### src/rtl/sr_pkg.sv
// Shared types and widths for the SR command driver.
package sr_pkg;

  typedef enum logic [1:0] {
    StIdle,
    StPulse,
    StGap,
    StCheck
  } state_e;

  // Width of the shared PW/GAP down-counter; PW and GAP must each fit in it.
  localparam int unsigned CNT_W = 8;

  // Width of the saturating error counter.
  localparam int unsigned ERR_CNT_W = 8;

endpackage

### src/rtl/sync2.sv
// Two-flop synchronizer for asynchronous level inputs; resets to zero.
module sync2 #(
  parameter int unsigned W = 1
) (
  input  logic         clk,
  input  logic         rst_n,
  input  logic [W-1:0] d,
  output logic [W-1:0] q
);

  logic [W-1:0] meta;

  // Capture stage followed by the settled output stage.
  always_ff @(posedge clk or negedge rst_n) begin
    if (!rst_n) begin
      meta <= '0;
      q    <= '0;
    end else begin
      meta <= d;
      q    <= meta;
    end
  end

endmodule

### src/rtl/sr_cmd_driver.sv
// Command-driven set/clear pulse generator for a bank of SR latches, with Q readback check.
module sr_cmd_driver
  import sr_pkg::*;
#(
  parameter int unsigned CH  = 4,
  parameter int unsigned CW  = (CH > 1) ? $clog2(CH) : 1,
  parameter int unsigned PW  = 3,
  parameter int unsigned GAP = 2
) (
  input  logic                 clk,
  input  logic                 rst_n,
  input  logic                 cmd_valid,
  output logic                 cmd_ready,
  input  logic [CW-1:0]        cmd_ch,
  input  logic                 cmd_val,
  output logic [CH-1:0]        s_out,
  output logic [CH-1:0]        r_out,
  input  logic [CH-1:0]        q_in,
  output logic                 busy,
  output logic                 done,
  output logic                 err,
  output logic [ERR_CNT_W-1:0] err_cnt
);

  localparam logic [CNT_W-1:0] PW_LOAD  = CNT_W'(PW - 1);
  localparam logic [CNT_W-1:0] GAP_LOAD = CNT_W'(GAP - 1);

  state_e               state_q, state_d;
  logic [CNT_W-1:0]     cnt_q, cnt_d;
  logic [CW-1:0]        ch_q, ch_d;
  logic                 val_q, val_d;
  logic                 oor_q, oor_d;
  logic [CH-1:0]        s_q, s_d, r_q, r_d;
  logic [ERR_CNT_W-1:0] err_cnt_q, err_cnt_d;
  logic [CH-1:0]        q_sync;
  logic                 cmd_oor;
  logic                 q_sel;
  logic                 chk_err;

  sync2 #(
    .W(CH)
  ) u_q_sync (
    .clk  (clk),
    .rst_n(rst_n),
    .d    (q_in),
    .q    (q_sync)
  );

  // Compare in 32 bits so non-power-of-two CH can flag unused indices.
  assign cmd_oor = (32'(cmd_ch) >= CH);

  // Select the synchronized Q of the latched channel; out-of-range reads 0 and is flagged anyway.
  always_comb begin
    q_sel = 1'b0;
    for (int i = 0; i < int'(CH); i++) begin
      if (ch_q == CW'(i)) q_sel = q_sync[i];
    end
  end

  assign chk_err = oor_q | (q_sel != val_q);

  // Next-state, shared counter, command latch, error counter and registered S/R decode.
  always_comb begin
    state_d   = state_q;
    cnt_d     = cnt_q;
    ch_d      = ch_q;
    val_d     = val_q;
    oor_d     = oor_q;
    err_cnt_d = err_cnt_q;
    s_d       = '0;
    r_d       = '0;

    unique case (state_q)
      StIdle: begin
        if (cmd_valid) begin
          ch_d  = cmd_ch;
          val_d = cmd_val;
          oor_d = cmd_oor;
          if (cmd_oor) begin
            state_d = StCheck;
          end else begin
            state_d = StPulse;
            cnt_d   = PW_LOAD;
          end
        end
      end
      StPulse: begin
        if (cnt_q == '0) begin
          state_d = StGap;
          cnt_d   = GAP_LOAD;
        end else begin
          cnt_d = cnt_q - 1'b1;
        end
      end
      StGap: begin
        if (cnt_q == '0) state_d = StCheck;
        else cnt_d = cnt_q - 1'b1;
      end
      StCheck: begin
        state_d = StIdle;
        if (chk_err && (err_cnt_q != '1)) err_cnt_d = err_cnt_q + 1'b1;
      end
      default: state_d = StIdle;
    endcase

    // Drive S/R only for cycles that will be spent in PULSE, so the registered outputs align.
    if (state_d == StPulse) begin
      for (int i = 0; i < int'(CH); i++) begin
        if (ch_d == CW'(i)) begin
          s_d[i] = val_d;
          r_d[i] = ~val_d;
        end
      end
    end
  end

  // State and datapath registers.
  always_ff @(posedge clk or negedge rst_n) begin
    if (!rst_n) begin
      state_q   <= StIdle;
      cnt_q     <= '0;
      ch_q      <= '0;
      val_q     <= 1'b0;
      oor_q     <= 1'b0;
      s_q       <= '0;
      r_q       <= '0;
      err_cnt_q <= '0;
    end else begin
      state_q   <= state_d;
      cnt_q     <= cnt_d;
      ch_q      <= ch_d;
      val_q     <= val_d;
      oor_q     <= oor_d;
      s_q       <= s_d;
      r_q       <= r_d;
      err_cnt_q <= err_cnt_d;
    end
  end

  assign cmd_ready = (state_q == StIdle);
  assign busy      = (state_q != StIdle);
  assign done      = (state_q == StCheck);
  assign err       = done & chk_err;
  assign s_out     = s_q;
  assign r_out     = r_q;
  assign err_cnt   = err_cnt_q;

endmodule

### config.mk
export PLATFORM = sky130hd
export DESIGN_NAME = sr_cmd_driver
export DESIGN_NICKNAME = d
export VERILOG_FILES = /design/src/rtl/sr_pkg.sv /design/src/rtl/sync2.sv /design/src/rtl/sr_cmd_driver.sv
export SDC_FILE = /design/constraint.sdc
export NUM_CORES = 1
export LEC_CHECK = 0
export ABC_AREA = 1
export CORE_ASPECT_RATIO = 0.7
export CORE_MARGIN = 10
export CORE_UTILIZATION = 43
export DETAILED_ROUTE_END_ITERATION = 8
export GPL_TIMING_DRIVEN = 0
export PLACE_DENSITY_LB_ADDON = 0.1
export SETUP_SLACK_MARGIN = 0.02
export SYNTH_ARGS = -nofsm -noshare
export SYNTH_HDL_FRONTEND = slang
export SYNTH_SLANG_ARGS = --single-unit
### constraint.sdc
create_clock -name clk -period 1.7 [get_ports clk]
set_input_delay 0.34 -clock clk [delete_from_list [all_inputs] [get_ports clk]]
set_output_delay 0.34 -clock clk [all_outputs]
set_load 0.01 [all_outputs]
==> metrics.md, run 1 <==
| Metric | Value |
|---|---|
| Hold Crit Class | primary input to async pin |
| Antenna violations before repair | 0 |
| Combinational power share | 3.1% |
| Max transition margin | 45.7% |
| Max Transition Viols Final | 0 |
| Internal power | 1.20 mW |
| Global-route wire length before repair | 7200 um |
| Primary flip-flop cell chosen by synthesis mapping | dfrtp_1 |
| Ordered cell list for the critical path | buf_4, ha_2, inv_1, nor2_4, buf_6 |
| Category of the most critical setup path | flop to primary output |
| Layout overhead on the synthesized area | 32.6% |
| Most frequent cells in the layout | 55 x nand2_1, 36 x dfrtp_1, 24 x clkdlybuf4s50_1 |
| Overall power after layout | 1.57 mW |
| Number of CTS-inserted buffers | 5 |
| Post-synthesis net count | approximately 240 |
| Gr ovfl total | 0 |
| Flops & latches, synth | 37 |
| Slew at the pin closest to its max-slew limit | about 810 ps |
| Post-synthesis average cell area | 8.68 um2 |
| Fraction of power spent switching nets | 23.4% |
| Status | finished with violations |
| Hold Fails Final Rpt | 0 |
| Boundary pin count | 30 |
| Slowest Stage Delay on Critical Path | 390 ps |
| Number of DRC markers after the initial detailed-route iteration | 92 |
| Share of synthesized registers carrying an async set or reset | 100% |
| RSZ-0062 raised after global routing | true |
| Kind of end point of the critical path | primary output |
| Data required time at the worst endpoint | 1360 ps |
| Leakage power | 1.19 nW |
| Number of buffers on the longest clock path | 2 |
| Total of max-cap violations | 0 |
| Layout cells sized above 1 | 28.8% |
| Floorplan die width | around 100 um |
| Data arrival time of the worst path | ~1400 ps |
| Antenna diode count | 0 |
| Total routed wirelength | around 4300 um |
| Cell area after synthesis | slightly below 0.002 mm2 |
| Worst setup skew after layout | between 5 and 6 ps |
| Maximum frequency from static timing analysis | 578 MHz |
| Portion of the post-synthesis area used by sequential elements | between 40% and 50% |
| Maximum number of pins on one net before global-route repair | 38 |
| Standard-cell rows | 20 |
| Net switching power | about 0.37 mW |
| Weighted congestion at the end of routability-driven global placement | approximately 0.84 |
| Violations in the final reports | setup timing |
| Total clock sinks | 37 |
| DRT Pass-1 Iters | 6 |
| Remaining antenna violation count | 0 |
| Total GRT Usage | 11.4% |
| Source-to-sink clock delay at the later pin of the worst-skew pair | 290 ps |
| Count of nets after finishing | ~290 |
| Reg power frac | 56.9% |
| Power per cell area | 607 mW/mm2 |
| Worst hold slack after final layout | roughly 130 ps |
| Part of the cycle the worst path needs | 102% |
| Proportion of power drawn by the clock network | 40.0% |
| Crit-path slowest cell | dfrtp_1 |
| Number of warnings printed during yosys synthesis | 0 |
| Clock transition at path regs | 80 ps |
| Y dimension of the die | 76.3 um |
| Port bufs | 29 |
| PnR worst setup slack | -28.9 ps |
| Number of levels in the clock H-tree | 2 |
| Via count of the first global-routing pass | 1495 |
| Die Outline Area | 0.00765 mm2 |
| Worst Setup Start Kind | flop |
| Time the worst path needs with I/O delays and setup | 1730 ps |
| Placeable core region | between 0.004 and 0.005 mm2 |
| CTS Root Cell | clkbuf_8 |
| Setup slack of the most critical reg-to-reg path | approximately 90 ps |
| Post-synthesis instance total | about 220 |
| Post-synthesis cell type count | 28 |
| Number of synthesized flops with an enable pin | 0 |
| Final setup violating endpoints | 1 |
| Post-DR wirelength/cell | 13.3 um |
| Effective utilization at floorplan | 44.7% |
| Largest voltage drop on the vdd net | a little over 0.0004 V |
| Vias after detailed routing | 1579 |
| Crit path max fanout | 4 |
| TritonCTS clock tree | built |
| DRC viols | 0 |
| Post-detailed-route via-to-cell ratio | 4.84 |
| Leading cell type in the layout, fill and taps excluded | nand2_1 |
| Detail Placement HPWL | 3050 um |
## registers in the layout, summed over array words and instances (netlist names)
name and flops:
u_q_sync.q 4, s_out 4, u_q_sync.meta 4, r_out 4
state_q 2, ch_q 2, err_cnt 8, val_q 1
cnt_q 8
## cells in the mapped netlist (4+ instances only)
cell     instances  area share [%]
nor2_4           4             2.3
ha_1             8             5.1
nand2_1         60              12
nor2_1          18             3.5
inv_2            7             1.4
dfrtp_1         37              48
nand3_1         22             5.7
xnor2_1          4             1.8
nor2_2           5             1.6
inv_1           21             4.1
o21ai_1          5             1.3
## worst max-delay path, delay by kind of cell, from the launching register on
kind / cells / cell delay, ps
adder cells (fa/ha/maj): 1 / 220
AND/OR/NAND/NOR: 1 / 130
buffers and inverters: 3 / 360
flip-flops: 1 / 390
## through the flow
stage / util, % / instances / worst slack (ps) / area, um2 / TNS, ps
finish: 59.2 / 326 / -28.9 / 2580 / -28.9
detailed placement: 52.8 / 308 / -273 / 2300 / -858
CTS: 55.6 / 317 / -214 / 2420 / -283
global placement: 52.9 / 308 / -638 / 2300 / -24080
global route: 59.2 / 326 / -117 / 2580 / -457
floorplan: - / 224 / 152 / 1940 / 0
## power groups by stage
stage / combinational [mW] / sequential, mW / clock, mW
global route: 0.0545 / 0.893 / 0.677
global placement: 0.0461 / 0.909 / 0
finish: 0.0484 / 0.891 / 0.626
CTS: 0.0455 / 0.891 / 0.654
detailed placement: 0.0450 / 0.909 / 0
floorplan: 0.00402 / 0.908 / 0
## per-layer routing
metal / part of all wire (%) / global-route usage, % / vias to the layer above
li1: - / - / 801
met1: 50 / 16.7 / 735
met2: 40 / 13.9 / 38
met3: 8.9 / 5.16 / 5
met4: 0.88 / 3.66 / 0
met5: 0 / 0 / -
## cells by family (layout without fill, tap and decap cells)
logic type                 Yosys count  after routing  synth area share [%]
AOI/OAI and AO/OA                   16             16                  6.11
and+or+nand+nor                    126            126                  31.9
xor gates and xnor gates             7              7                  3.15
buffers and inverters               30             77                  6.05
adders and majority gates            8              8                  5.15
DFF                                 37             37                  47.6
## area by class of cell
| cell class | count | area [um2] |
|---|---|---|
| repair buffers | 39 | 350 |
| well taps | 55 | 68.8 |
| flip-flops and latches | 37 | 927 |
| inverters | 30 | 118 |
| clock inverters | 3 | 21.3 |
| fillers | 375 | 1780 |
| clock buffers | 5 | 68.8 |
| multi-input cells | 157 | 1020 |
## path summary, 6_finish.rpt
kind | start | end | cells after the start
worst max-delay path | state_q[0] | err | 5
worst max register to register | err_cnt[0] | err_cnt[5] | 7
max in group asynchronous | rst_n | err_cnt[5] | 1
worst min-delay path | rst_n | cnt_q[3] | 1
worst min register to register | u_q_sync.meta[1] | u_q_sync.q[1] | 0
min in group clk | u_q_sync.meta[1] | u_q_sync.q[1] | 0
## repair_timing
item,in CTS,in global routing
gates resized for setup,14,28
endpoints found under the hold margin,0,0
hold buffers,0,0
pin swaps,0,6
setup buffers,1,9
endpoints found under the setup margin,16,29
(Power assumes the default switching activity.)
==> inputs of run 2 (changes only) <==
--- a/config.mk
+++ b/config.mk
@@ -12,6 +12,7 @@
 export DETAILED_ROUTE_END_ITERATION = 8
 export GPL_TIMING_DRIVEN = 0
 export PLACE_DENSITY_LB_ADDON = 0.1
+export RECOVER_POWER = 25
 export SETUP_SLACK_MARGIN = 0.02
 export SYNTH_ARGS = -nofsm -noshare
 export SYNTH_HDL_FRONTEND = slang
==> run 2 against run 1 <==
Against the previous run:
- the flow still finishes with violations (setup timing)
- critical path depth unchanged
- combinational power decreased by 4%
- sequential share of layout area unchanged
- cell count unchanged
- largest power group unchanged
==> metrics.md, run 2 (synthesis gave the netlist of run 1 again) <==
| Metric | Value |
|---|---|
| Global-route wire length before repair | 7200 um (unchanged) |
| CTS Root Cell | clkbuf_8 |
| PnR worst setup slack | -28.9 ps (-0.0214 ps) |
| Final setup violating endpoints | 1 (unchanged) |
| Global-route layer with the greatest usage | met1 |
| Net switching power | 0.366 mW (unchanged) |
| Standard-cell rows | 20 (unchanged) |
| Category of the most critical setup path | flop to primary output |
| Floorplan die width | 100 um (unchanged) |
| Clock transition at path regs | 80 ps (about the same) |
| Overall power after layout | 1.56 mW (-0.12%) |
| Met1 usage | 16.7% (unchanged) |
| Largest voltage drop on the vdd net | 0.000414 V (about the same) |
| Post-detailed-route via-to-cell ratio | 4.84 (unchanged) |
| Placeable core region | 0.00435 mm2 (unchanged) |
| Power per cell area | 607 mW/mm2 (-0.12%) |
| Layout cells sized above 1 | 28.8% (unchanged) |
| RSZ-0062 raised after global routing | true |
| Violations in the final reports | setup timing |
| Via count of the first global-routing pass | 1495 (unchanged) |
| Inst Count DP | 308 (unchanged) |
| Most frequent cells in the layout | 55 x nand2_1, 36 x dfrtp_1, 20 x clkdlybuf4s50_1 |
| Effective utilization at floorplan | 44.7% (unchanged) |
| DRC viols | 0 (unchanged) |
| Data required time at the worst endpoint | 1360 ps (about the same) |
| Count of nets after finishing | 288 (unchanged) |
| Cells on worst reg2reg path | 7 (unchanged) |
| Number of buffers on the longest clock path | 2 (unchanged) |
| Share of the core filled with cells | 59.2% (unchanged) |
| Reg power frac | 57.0% (about the same) |
| Internal power | 1.20 mW (-0.16%) |
| Max transition margin | 39.2% (-6.5 points) |
| Total GRT Usage | 11.4% (unchanged) |
| Combinational power share | 3.0% (about the same) |
| Fraction of power spent switching nets | 23.4% (+0.028 points) |
| Die Outline Area | 0.00765 mm2 (unchanged) |
| Gr ovfl total | 0 (unchanged) |
| Crit path max fanout | 4 (unchanged) |
| Boundary pin count | 30 (unchanged) |
| Number of DRC markers after the initial detailed-route iteration | 92 (unchanged) |
| Source-to-sink clock delay at the later pin of the worst-skew pair | 290 ps (about the same) |
| Count of non-filler cells in the finished layout | 326 (unchanged) |
| Slew at the pin closest to its max-slew limit | 912 ps (+97.1 ps) |
| Final setup TNS | -28.9 ps (-0.0214 ps) |
| Worst Setup Start Kind | flop |
| Hold Crit Class | primary input to async pin |
| Detail Placement HPWL | 3050 um (unchanged) |
| Crit-path slowest cell | dfrtp_1 |
| Met2 Track Usage GR | 13.9% (unchanged) |
| Antenna diode count | 0 (unchanged) |
| Total clock sinks | 37 (unchanged) |
| Maximum number of pins on one net before global-route repair | 38 (unchanged) |
| Slowest Stage Delay on Critical Path | 390 ps (about the same) |
| Post-DR wirelength/cell | 13.3 um (about the same) |
| Number of levels in the clock H-tree | 2 (unchanged) |
| Remaining antenna violation count | 0 (unchanged) |
| Y dimension of the die | 76.3 um (unchanged) |
| Endpoint of the worst-slack reg-to-reg timing path | err_cnt[5] |
| Vias after detailed routing | 1579 (unchanged) |
| Part of the cycle the worst path needs | 102% (about the same) |
| Total of max-cap violations | 0 (unchanged) |
| Number of CTS-inserted buffers | 5 (unchanged) |
| Setup slack of the most critical reg-to-reg path | 90 ps (about the same) |
| Maximum frequency from static timing analysis | 578 MHz (about the same) |
| Crit Reg-Reg Startpoint | err_cnt[0] |
| Data arrival time of the worst path | 1390 ps (about the same) |
| Kind of end point of the critical path | primary output |
| TritonCTS clock tree | built |
| Ordered cell list for the critical path | buf_4, ha_2, inv_1, nor2_4, buf_6 |
| Worst setup skew after layout | 5.68 ps (unchanged) |
| Time the worst path needs with I/O delays and setup | 1730 ps (+0.0214 ps) |
| Port bufs | 29 (unchanged) |
| Count of filler cells inserted in the layout | 375 (unchanged) |
| DRT Pass-1 Iters | 6 (unchanged) |
| Leading cell type in the layout, fill and taps excluded | nand2_1 |
| Max Transition Viols Final | 0 (unchanged) |
| Proportion of power drawn by the clock network | 40.0% (about the same) |
| Weighted congestion at the end of routability-driven global placement | 0.844 (unchanged) |
| Leakage power | 1.19 nW (+0.11%) |
| Layout overhead on the synthesized area | 32.6% (unchanged) |
| Hold Fails Final Rpt | 0 (unchanged) |
| Status | finished with violations |
| GR Util met3 | 5.16% (unchanged) |
| Total routed wirelength | 4320 um (about the same) |
| Antenna violations before repair | 0 (unchanged) |
## run 2: worst max-delay path by stage
| stage | from | to | slack [ps] | cells after the start |
|---|---|---|---|---|
| after floorplan | state_q[0] | cnt_q[5] | 150 | 9 |
| after global placement | rst_n | s_out[1] | -640 | 1 |
| after detailed placement | ch_q[0] | err | -270 | 8 |
| after CTS | ch_q[0] | err | -210 | 8 |
| after global routing | ch_q[0] | err | -120 | 8 |
| final | state_q[0] | err | -30 | 5 |
## run 2: metal layers
layer | up-vias | part of all wire (%)
li1 | 801 | -
met1 | 735 | 50
met2 | 38 | 40
met3 | 5 | 8.9
met4 | 0 | 0.88
met5 | - | 0
## run 2: power by group through the flow
| stage | Sequential (mW) | Clock (mW) | Combinational [mW] |
|---|---|---|---|
| detailed placement | 0.909 | 0 | 0.0450 |
| global placement | 0.909 | 0 | 0.0461 |
| finish | 0.892 | 0.626 | 0.0465 |
| CTS | 0.891 | 0.654 | 0.0455 |
| global route | 0.893 | 0.677 | 0.0525 |
| floorplan | 0.908 | 0 | 0.00402 |
## run 2: area by class of cell
class                           instances  area (um2)  share of cell area, %
Multi-Input combinational cell        157        1020                   39.7
Timing Repair Buffer                   39         350                   13.6
Clock buffer                            5        68.8                   2.67
Inverter                               30         118                   4.56
Tap cell                               55        68.8                   2.67
Clock inverter                          3        21.3                  0.825
Sequential cell                        37         927                   36.0
## run 2: per-stage QoR
stage | worst slack (ps) | instance area, um2 | hold slack (ps)
final | -28.9 | 2580 | 163
after global routing | -117 | 2580 | 250
after CTS | -214 | 2420 | 179
after detailed placement | -273 | 2300 | 336
after global placement | -638 | 2300 | 333
after floorplan | 152 | 1940 | 44.4
## run 2: what timing repair did
item / 4_1_cts / 5_1_grt
cloned: 0 / 0
setup buffers: 1 / 9
gates resized for setup: 14 / 28
pin swaps: 0 / 6
endpoints found under the hold margin: 0 / 0
hold buffers: 0 / 0
endpoints found under the setup margin: 16 / 29
## run 2: worst max-delay path, delay by kind of cell (launching register included)
family,cells,cell delay [ps]
adder cells (fa/ha/maj),1,220
buffers and inverters,3,360
AND/OR/NAND/NOR,1,130
flip-flops,1,390
